### config.mk
export PLATFORM = sky130hd
export DESIGN_NAME = fht_input_loader_flat
export DESIGN_NICKNAME = d
export VERILOG_FILES = /design/src/rtl/fht_input_loader_if.sv /design/src/rtl/fht_input_loader.sv /design/src/flat_wrapper.sv
export SDC_FILE = /design/constraint.sdc
export NUM_CORES = 1
export LEC_CHECK = 0
export ABC_AREA = 0
export CORE_ASPECT_RATIO = 0.9
export CORE_MARGIN = 3
export CORE_UTILIZATION = 41
export DETAILED_ROUTE_END_ITERATION = 16
export PLACE_DENSITY = 0.74
export SYNTH_ARGS = -nofsm -noshare
export SYNTH_HDL_FRONTEND = slang
export SYNTH_SLANG_ARGS = --single-unit
### constraint.sdc
create_clock -name iCLK -period 1.47 [get_ports iCLK]
set_input_delay 0.441 -clock iCLK [delete_from_list [all_inputs] [get_ports iCLK]]
set_output_delay 0.441 -clock iCLK [all_outputs]
set_load 0.01 [all_outputs]
### src/rtl/fht_input_loader_if.sv
// Sample-in handshake and bank write bus of the FHT input loader.
// Ports: iDATA/iVALID/oREADY (sample stream), oDATA_WR/oADDR_WR/oWE (bank write).
interface fht_input_loader_if #(
    parameter int D_BIT = 16,
    parameter int A_BIT = 9
);
    logic [D_BIT-1:0] iDATA;
    logic             iVALID;
    logic             oREADY;
    logic [D_BIT-1:0] oDATA_WR;
    logic [A_BIT-1:0] oADDR_WR;
    logic [3:0]       oWE;

    modport master (
        output iDATA,
        output iVALID,
        input  oREADY,
        input  oDATA_WR,
        input  oADDR_WR,
        input  oWE
    );

    modport slave (
        input  iDATA,
        input  iVALID,
        output oREADY,
        output oDATA_WR,
        output oADDR_WR,
        output oWE
    );
endinterface

### src/rtl/fht_input_loader.sv
// FHT input stage: writes N samples bit-reversed into 4 banks, then kicks fht_control.
// Ports: iCLK, iRESET (async low), bus (sample/bank bus), oFHT_START, iFHT_RDY, oOVF, oBUSY.
module fht_input_loader #(
    parameter int N_BIT = 11,
    parameter int A_BIT = 9,
    parameter int D_BIT = 16
) (
    input  logic              iCLK,
    input  logic              iRESET,
    fht_input_loader_if.slave bus,
    output logic              oFHT_START,
    input  logic              iFHT_RDY,
    output logic              oOVF,
    output logic              oBUSY
);
    typedef enum logic [1:0] {
        LOAD,
        KICK,
        WAIT_BUSY,
        WAIT_DONE
    } state_t;

    localparam logic [N_BIT-1:0] LAST = '1;

    state_t           state;
    state_t           stateNext;
    logic [N_BIT-1:0] cnt;
    logic [N_BIT-1:0] rev;
    logic             xfer;
    logic             lastXfer;
    logic             readyQ;
    logic             startQ;
    logic             ovfQ;
    logic [3:0]       weQ;
    logic [A_BIT-1:0] addrQ;
    logic [D_BIT-1:0] dataQ;

    // Low two bits of the reversed index pick the bank, the rest the word.
    always_comb begin
        rev = '0;
        for (int i = 0; i < N_BIT; i++) begin
            rev[i] = cnt[N_BIT-1-i];
        end
    end

    assign xfer     = bus.iVALID & readyQ;
    assign lastXfer = xfer & (cnt == LAST);

    always_comb begin
        stateNext = state;
        unique case (state)
            LOAD:      if (lastXfer) stateNext = KICK;
            KICK:      stateNext = WAIT_BUSY;
            WAIT_BUSY: if (!iFHT_RDY) stateNext = WAIT_DONE;
            WAIT_DONE: if (iFHT_RDY) stateNext = LOAD;
            default:   stateNext = LOAD;
        endcase
    end

    always_ff @(posedge iCLK or negedge iRESET) begin
        if (!iRESET) begin
            state  <= LOAD;
            cnt    <= '0;
            readyQ <= 1'b1;
            startQ <= 1'b0;
            ovfQ   <= 1'b0;
            weQ    <= '0;
            addrQ  <= '0;
            dataQ  <= '0;
        end else begin
            state  <= stateNext;
            readyQ <= (stateNext == LOAD);
            // Registered so the pulse lands after the last bank write.
            startQ <= (state == KICK);
            weQ    <= '0;
            if (xfer) begin
                cnt   <= cnt + 1'b1;
                dataQ <= bus.iDATA;
                addrQ <= rev[N_BIT-1:2];
                weQ   <= 4'b0001 << rev[1:0];
            end
            if (bus.iVALID && !readyQ) begin
                ovfQ <= 1'b1;
            end
        end
    end

    assign bus.oREADY   = readyQ;
    assign bus.oDATA_WR = dataQ;
    assign bus.oADDR_WR = addrQ;
    assign bus.oWE      = weQ;
    assign oFHT_START   = startQ;
    assign oOVF         = ovfQ;
    assign oBUSY        = (state != LOAD);
endmodule
### src/flat_wrapper.sv
// flat-port wrapper written by rule: the top's interface ports become plain ports
module fht_input_loader_flat 
#(
    parameter int N_BIT = 11,
    parameter int A_BIT = 9,
    parameter int D_BIT = 16
)
  (iCLK, iRESET, oFHT_START, iFHT_RDY, oOVF, oBUSY, bus_iDATA, bus_iVALID, bus_oREADY, bus_oDATA_WR, bus_oADDR_WR, bus_oWE);
  fht_input_loader_if #(.D_BIT(D_BIT), .A_BIT(A_BIT)) bus_i ();
  input  logic iCLK;
  input  logic iRESET;
  output logic oFHT_START;
  input  logic iFHT_RDY;
  output logic oOVF;
  output logic oBUSY;
  input wire logic [$bits(bus_i.iDATA)-1:0] bus_iDATA;
  input wire logic [$bits(bus_i.iVALID)-1:0] bus_iVALID;
  output wire logic [$bits(bus_i.oREADY)-1:0] bus_oREADY;
  output wire logic [$bits(bus_i.oDATA_WR)-1:0] bus_oDATA_WR;
  output wire logic [$bits(bus_i.oADDR_WR)-1:0] bus_oADDR_WR;
  output wire logic [$bits(bus_i.oWE)-1:0] bus_oWE;
  assign bus_i.iDATA = bus_iDATA;
  assign bus_i.iVALID = bus_iVALID;
  assign bus_oREADY = bus_i.oREADY;
  assign bus_oDATA_WR = bus_i.oDATA_WR;
  assign bus_oADDR_WR = bus_i.oADDR_WR;
  assign bus_oWE = bus_i.oWE;
  fht_input_loader #(.N_BIT(N_BIT), .A_BIT(A_BIT), .D_BIT(D_BIT)) u_core (.iCLK(iCLK), .iRESET(iRESET), .bus(bus_i), .oFHT_START(oFHT_START), .iFHT_RDY(iFHT_RDY), .oOVF(oOVF), .oBUSY(oBUSY));
endmodule
==> results of run 1 <==
[timing repair]
action / CTS / global route
pin swaps: 4 / 0
setup buffers: 2 / 2
gates cloned: 0 / 0
gates resized for setup: 43 / 4
setup endpoints to repair: 63 / 7
[stage by stage]
step	instances	hold WS, ns
after floorplan	120	0.145
after global placement	231	0.406
after detailed placement	231	0.416
after CTS	240	0.0923
after global routing	242	0.101
final	242	0.0800
[critical path, stage by stage (launching register included)]
cell and delay, ns:
dfstp_2 0.57, buf_4 0.11, and4_1 0.17, or4b_4 0.46, xnor2_1 0.14
[registers in the layout, summed over array words and instances, names as in the netlist]
| name | cells |
|---|---|
| u_core.cnt | 11 |
| u_core.bus.oREADY | 1 |
| u_core.bus.oADDR_WR | 9 |
| u_core.bus.oDATA_WR | 16 |
| u_core.oOVF | 1 |
| u_core.state | 2 |
| u_core.bus.oWE | 4 |
| u_core.oFHT_START | 1 |
[layer usage]
layer,share of wire (%),wire length (um),track usage (%),vias to the layer above
met3,3.3,120,4.61,7
met2,53,1970,29.4,30
met4,2.4,87,8.00,0
met5,0,0,0,-
li1,-,-,-,560
met1,41,1500,19.8,605
[cell families after synthesis]
family                   after synthesis  share of synthesized area [%]
flip-flops                            45                           65.4
AND/OR/NAND/NOR                       28                           9.01
multiplexers                          25                           16.3
XOR/XNOR                              10                           5.08
buffers and inverters                  7                           1.74
AO/OA/AOI/OAI                          4                           1.67
adder cells (fa/ha/maj)                1                          0.726
[layout make-up]
class / count / area [um2]
sequential: 45 / 1130
inverter: 4 / 15.0
timing repair buffer: 72 / 659
tap: 46 / 57.6
fill: 322 / 1350
multi-input combinational: 68 / 593
clock buffer: 7 / 86.3
[power breakdown]
| part | switching [mW] | total [mW] | internal (mW) |
|---|---|---|---|
| clock network | 0.379 | 0.752 | 0.373 |
| registers | 0.248 | 1.92 | 1.67 |
| logic | 0.690 | 1.65 | 0.955 |
[placed cells by master (no fill, tap or decap), drive strengths merged, types with 2 or more instances in the layout]
master	count
inv	4
xnor2	7
buf	23
nand3	4
nor2	4
clkdlybuf4s50	17
dfrtp	44
and3	3
xor2	3
dlygate4sd2	32
nor3	3
mux2	25
nand2	6
clkbuf	7
and2	2
[worst max-delay path by stage]
stage / to
2_1_floorplan: u_core.cnt[9]
3_3_place_gp: u_core.cnt[9]
4_1_cts: u_core.cnt[9]
3_5_place_dp: u_core.cnt[9]
5_1_grt: u_core.cnt[9]
6_report: u_core.cnt[9]
==> impl_metrics.json, run 1 <==
{
  "die_w_um": 74.3,
  "power_density_nw_per_um2": 1700,
  "htree_num_levels": 2,
  "rows": 21,
  "via_count": 1202,
  "worstMarginPinSlew_ns": 0.443,
  "chipHeight_um": 67.5,
  "synth_common_cells": "dfrtp_1 (44), mux2_2 (17), mux2_1 (8), xnor2_1 (7), nand2_1 (6)",
  "synth_top_area_share_pct": 63.9,
  "fin_worst_skew_ns": 0.00614,
  "ant_nets": 0,
  "ys_ff_latch": 45,
  "start_util_pct": 44.3,
  "tritoncts": "done",
  "numCtsBuffers": 5,
  "area_growth_pct": 47.3,
  "yosysSeqAreaShare_pct": 65.4,
  "fin_tns_setup_ns": -0.0901,
  "clock.fmax_mhz": 641,
  "netlist_instances": 120,
  "maxSlewViolCount": 0,
  "fin_crit_sh_pct": 106,
  "diodes": 0,
  "gp_congestion": 0.746,
  "hold_path.class": "in2async",
  "status": "finished with violations",
  "placed_cell_area_um2": 2440,
  "end_kind": "flip-flop",
  "cts_root_buf": "clkbuf_8",
  "grt_overflow_total": 0,
  "setup_viol": 1,
  "utilization_pct": 65.3,
  "die_area_um2": 5020,
  "core_um2": 3890,
  "synth-main-ff-cell": "dfrtp_1",
  "period_needed_ns": 1.56,
  "required_ns": 1.65,
  "synthesis.area_um2": 1720,
  "critPathArrivalTime_ns": 1.74,
  "cp_max_fo": 4,
  "yosys-top-cells-area": "dfrtp_1 (64%), mux2_2 (11%), mux2_1 (5.2%), xnor2_1 (3.6%), dfstp_2 (1.5%)",
  "cts_hold_buf": 0,
  "grt_pass1_vias": 1257,
  "criticalPathCategory": "reg2reg",
  "regToRegStartpoint": "u_core.bus.oREADY",
  "synth_most_common_cell": "dfrtp_1",
  "yosys_warnings": 0,
  "synth_cell_types": 25,
  "rr_worst_depth": 4,
  "vias_per_cell": 4.97,
  "synth_edf_count": 0,
  "numPortBuffers": 52,
  "final_hold_viol_count": 0,
  "grt_util_all_layers_pct": 17.1,
  "startpoint": "u_core.bus.oREADY",
  "insertion_delay_ns": 0.29,
  "antenna_found_initial": 0,
  "grt_max_degree": 20,
  "dp_hpwl_um": 2700,
  "p_total_mw": 4.31,
  "p_leak_nw": 1.23,
  "yosys.area.top_type": "dfrtp_1",
  "drc_errors": 0,
  "wl_per_cell_um": 15.2,
  "path_clk_slew_ns": 0.08,
  "violations": "negative setup slack",
  "drive_above_1_share_pct": 27.0,
  "r2r_end": "u_core.cnt[9]",
  "synthArstFlopShare_pct": 100,
  "slew_headroom_pct": 70.5,
  "start_kind": "flip-flop",
  "post_synth.cell_area_avg_um2": 14.4,
  "dr.pass1.iters": 4,
  "grt_pass1_wl_um": 6180,
  "ir_worst_vdd_mv": 0.947,
  "maxCapViolCount": 0,
  "wl_um": 3680,
  "clock_path_buffers": 2,
  "drt_iter0_drc": 72,
  "nNetsFinal": 217,
  "io_pins": 53,
  "dpl_worst_slack_ns": -0.456,
  "rsz0062_at_grt": "true",
  "setup_slack_ns": -0.0901,
  "rrSetupSlack_ns": -0.09,
  "fin_area_um2": 2540,
  "syn_nets": 141,
  "clkSinkCount": 45
}
No activity file was read; power rests on OpenSTA's default activity.
==> inputs of run 2 (changes only) <==
--- a/config.mk
+++ b/config.mk
@@ -8,2 +8,3 @@
 export ABC_AREA = 0
+export ABC_CLOCK_PERIOD_IN_PS = 1470
 export CORE_ASPECT_RATIO = 0.9
@@ -11,2 +12,3 @@
 export CORE_UTILIZATION = 41
+export CTS_CLUSTER_DIAMETER = 30
 export DETAILED_ROUTE_END_ITERATION = 16
==> constraint.sdc (replaced) <==
create_clock -name iCLK -period 1.47 [get_ports iCLK]
set_input_delay 0.294 -clock iCLK [delete_from_list [all_inputs] [get_ports iCLK]]
set_output_delay 0.294 -clock iCLK [all_outputs]
set_load 0.01 [all_outputs]
==> impl_metrics.json, run 2 (synthesized netlist as in run 1, its figures left out) <==
{
  "status": "finished with violations",
  "violations": "negative setup slack",
  "fin_worst_skew_ns": 0.00665,
  "path_clk_slew_ns": 0.08,
  "cp_max_fo": 5,
  "maxSlewViolCount": 0,
  "period_needed_ns": 1.51,
  "fin_tns_setup_ns": -0.0379,
  "maxCapViolCount": 0,
  "drive_above_1_share_pct": 27.0,
  "rr_worst_depth": 3,
  "drc_errors": 0,
  "whs_ns": 0.407,
  "io_pins": 53,
  "crit_chain": "and4_4 > or4b_4 > xnor2_1",
  "worstMarginPinSlew_ns": 0.289,
  "wl_um": 3530,
  "grt_overflow_total": 0,
  "nNetsFinal": 216,
  "rows": 21,
  "final_hold_viol_count": 0,
  "wl_per_cell_um": 14.6,
  "core_um2": 3890,
  "end_kind": "flip-flop",
  "grt_pass1_vias": 1272,
  "die_w_um": 74.3,
  "tritoncts": "done",
  "cts_root_buf": "clkbuf_8",
  "rsz0062_at_grt": "true",
  "clkSinkCount": 45,
  "gp_congestion": 0.703,
  "nFillCells": 318,
  "area_growth_pct": 48.1,
  "setup_slack_ns": -0.0379,
  "dpl_worst_slack_ns": -0.309,
  "start_kind": "flip-flop",
  "start_util_pct": 44.3,
  "criticalPathCategory": "reg2reg",
  "required_ns": 1.65,
  "vias_per_cell": 5.00,
  "critPathArrivalTime_ns": 1.68,
  "die_area_um2": 5020,
  "placed_cell_area_um2": 2420,
  "dr.pass1.iters": 4,
  "slowest_stage": "dfstp_2",
  "p_leak_nw": 1.27,
  "setup_viol": 1,
  "cp_slowest_stage_delay_ns": 0.57,
  "grt_util_all_layers_pct": 16.4,
  "slew_headroom_pct": 80.7,
  "insertion_delay_ns": 0.29,
  "via_count": 1211,
  "grt_pass1_wl_um": 6040,
  "final_cell_mix": "dfrtp_1 (44), dlygate4sd2_1 (28), clkdlybuf4s50_1 (18), mux2_2 (17), buf_4 (15)",
  "chipHeight_um": 67.5,
  "largest_reg_flops": 16,
  "drt_iter0_drc": 56,
  "grt_max_degree": 23,
  "numPortBuffers": 52,
  "hold_path.class": "in2async",
  "diodes": 0,
  "fin_area_um2": 2550,
  "clock.fmax_mhz": 663,
  "ant_nets": 0,
  "numCtsBuffers": 5,
  "dp_hpwl_um": 2630,
  "regToRegStartpoint": "u_core.bus.oREADY",
  "antenna_found_initial": 0,
  "fin_crit_sh_pct": 103,
  "ir_worst_vdd_mv": 1.15,
  "r2r_end": "u_core.cnt[9]",
  "rrSetupSlack_ns": -0.04,
  "final-seq-area_um2": 1130,
  "htree_num_levels": 2,
  "power_density_nw_per_um2": 1650,
  "clock_path_buffers": 2,
  "multi_input_area_um2": 598,
  "final_common_cell": "dfrtp_1"
}
==> run 2: layer usage <==
layer	global-route usage (%)	vias to the layer above	part of all wire, %
met1	18.9	616	40
met5	0	-	0
met2	28.3	24	55
met3	5.95	5	3.7
met4	5.33	0	1.2
li1	-	566	-
==> run 2: how the worst max path moves through the flow <==
| stage | cells past startpoint | startpoint | slack (ns) | end |
|---|---|---|---|---|
| 6_report | 3 | u_core.bus.oREADY | -0.04 | u_core.cnt[9] |
| 5_1_grt | 3 | u_core.bus.oREADY | -0.08 | u_core.cnt[9] |
| 3_5_place_dp | 4 | bus_iVALID | -0.31 | u_core.cnt[9] |
| 4_1_cts | 3 | u_core.bus.oREADY | -0.03 | u_core.cnt[9] |
| 3_3_place_gp | 4 | bus_iVALID | -0.26 | u_core.cnt[9] |
| 2_1_floorplan | 3 | u_core.bus.oREADY | -0.04 | u_core.cnt[9] |
==> run 2: layout make-up <==
type	instances	area share [%]
Tap cell	46	2.25
Timing Repair Buffer	71	26.2
Clock buffer	5	2.70
Clock inverter	3	0.686
Multi-Input combinational cell	68	23.4
Inverter	4	0.588
Sequential cell	45	44.2
==> run 2: power by group <==
part / internal, mW / switching (mW) / leakage [nW]
Combinational: 0.900 / 0.674 / 0.673
Sequential: 1.67 / 0.251 / 0.556
Clock: 0.328 / 0.405 / 0.0439
Total: 2.89 / 1.33 / 1.27
==> run 2: timing repair <==
item,4_1_cts,5_1_grt
buffers inserted,2,2
setup endpoints to repair,31,12
hold buffers,1,0
gates resized for setup,32,10
pin swaps,1,2
hold endpoints to repair,10,0
==> run 2: metrics by stage <==
stage	instances	total power, mW	utilization [%]
2_1_floorplan	120	2.65	-
3_3_place_gp	229	3.64	62.3
3_5_place_dp	229	3.72	62.3
4_1_cts	240	4.24	64.6
5_1_grt	242	4.50	65.6
6_report	242	4.22	65.6
==> run 2: critical path: cells and delay by family (launching register included) <==
family	cells	cell delay [ns]
flops	1	0.57
xor+xnor	1	0.14
simple gates	2	0.67
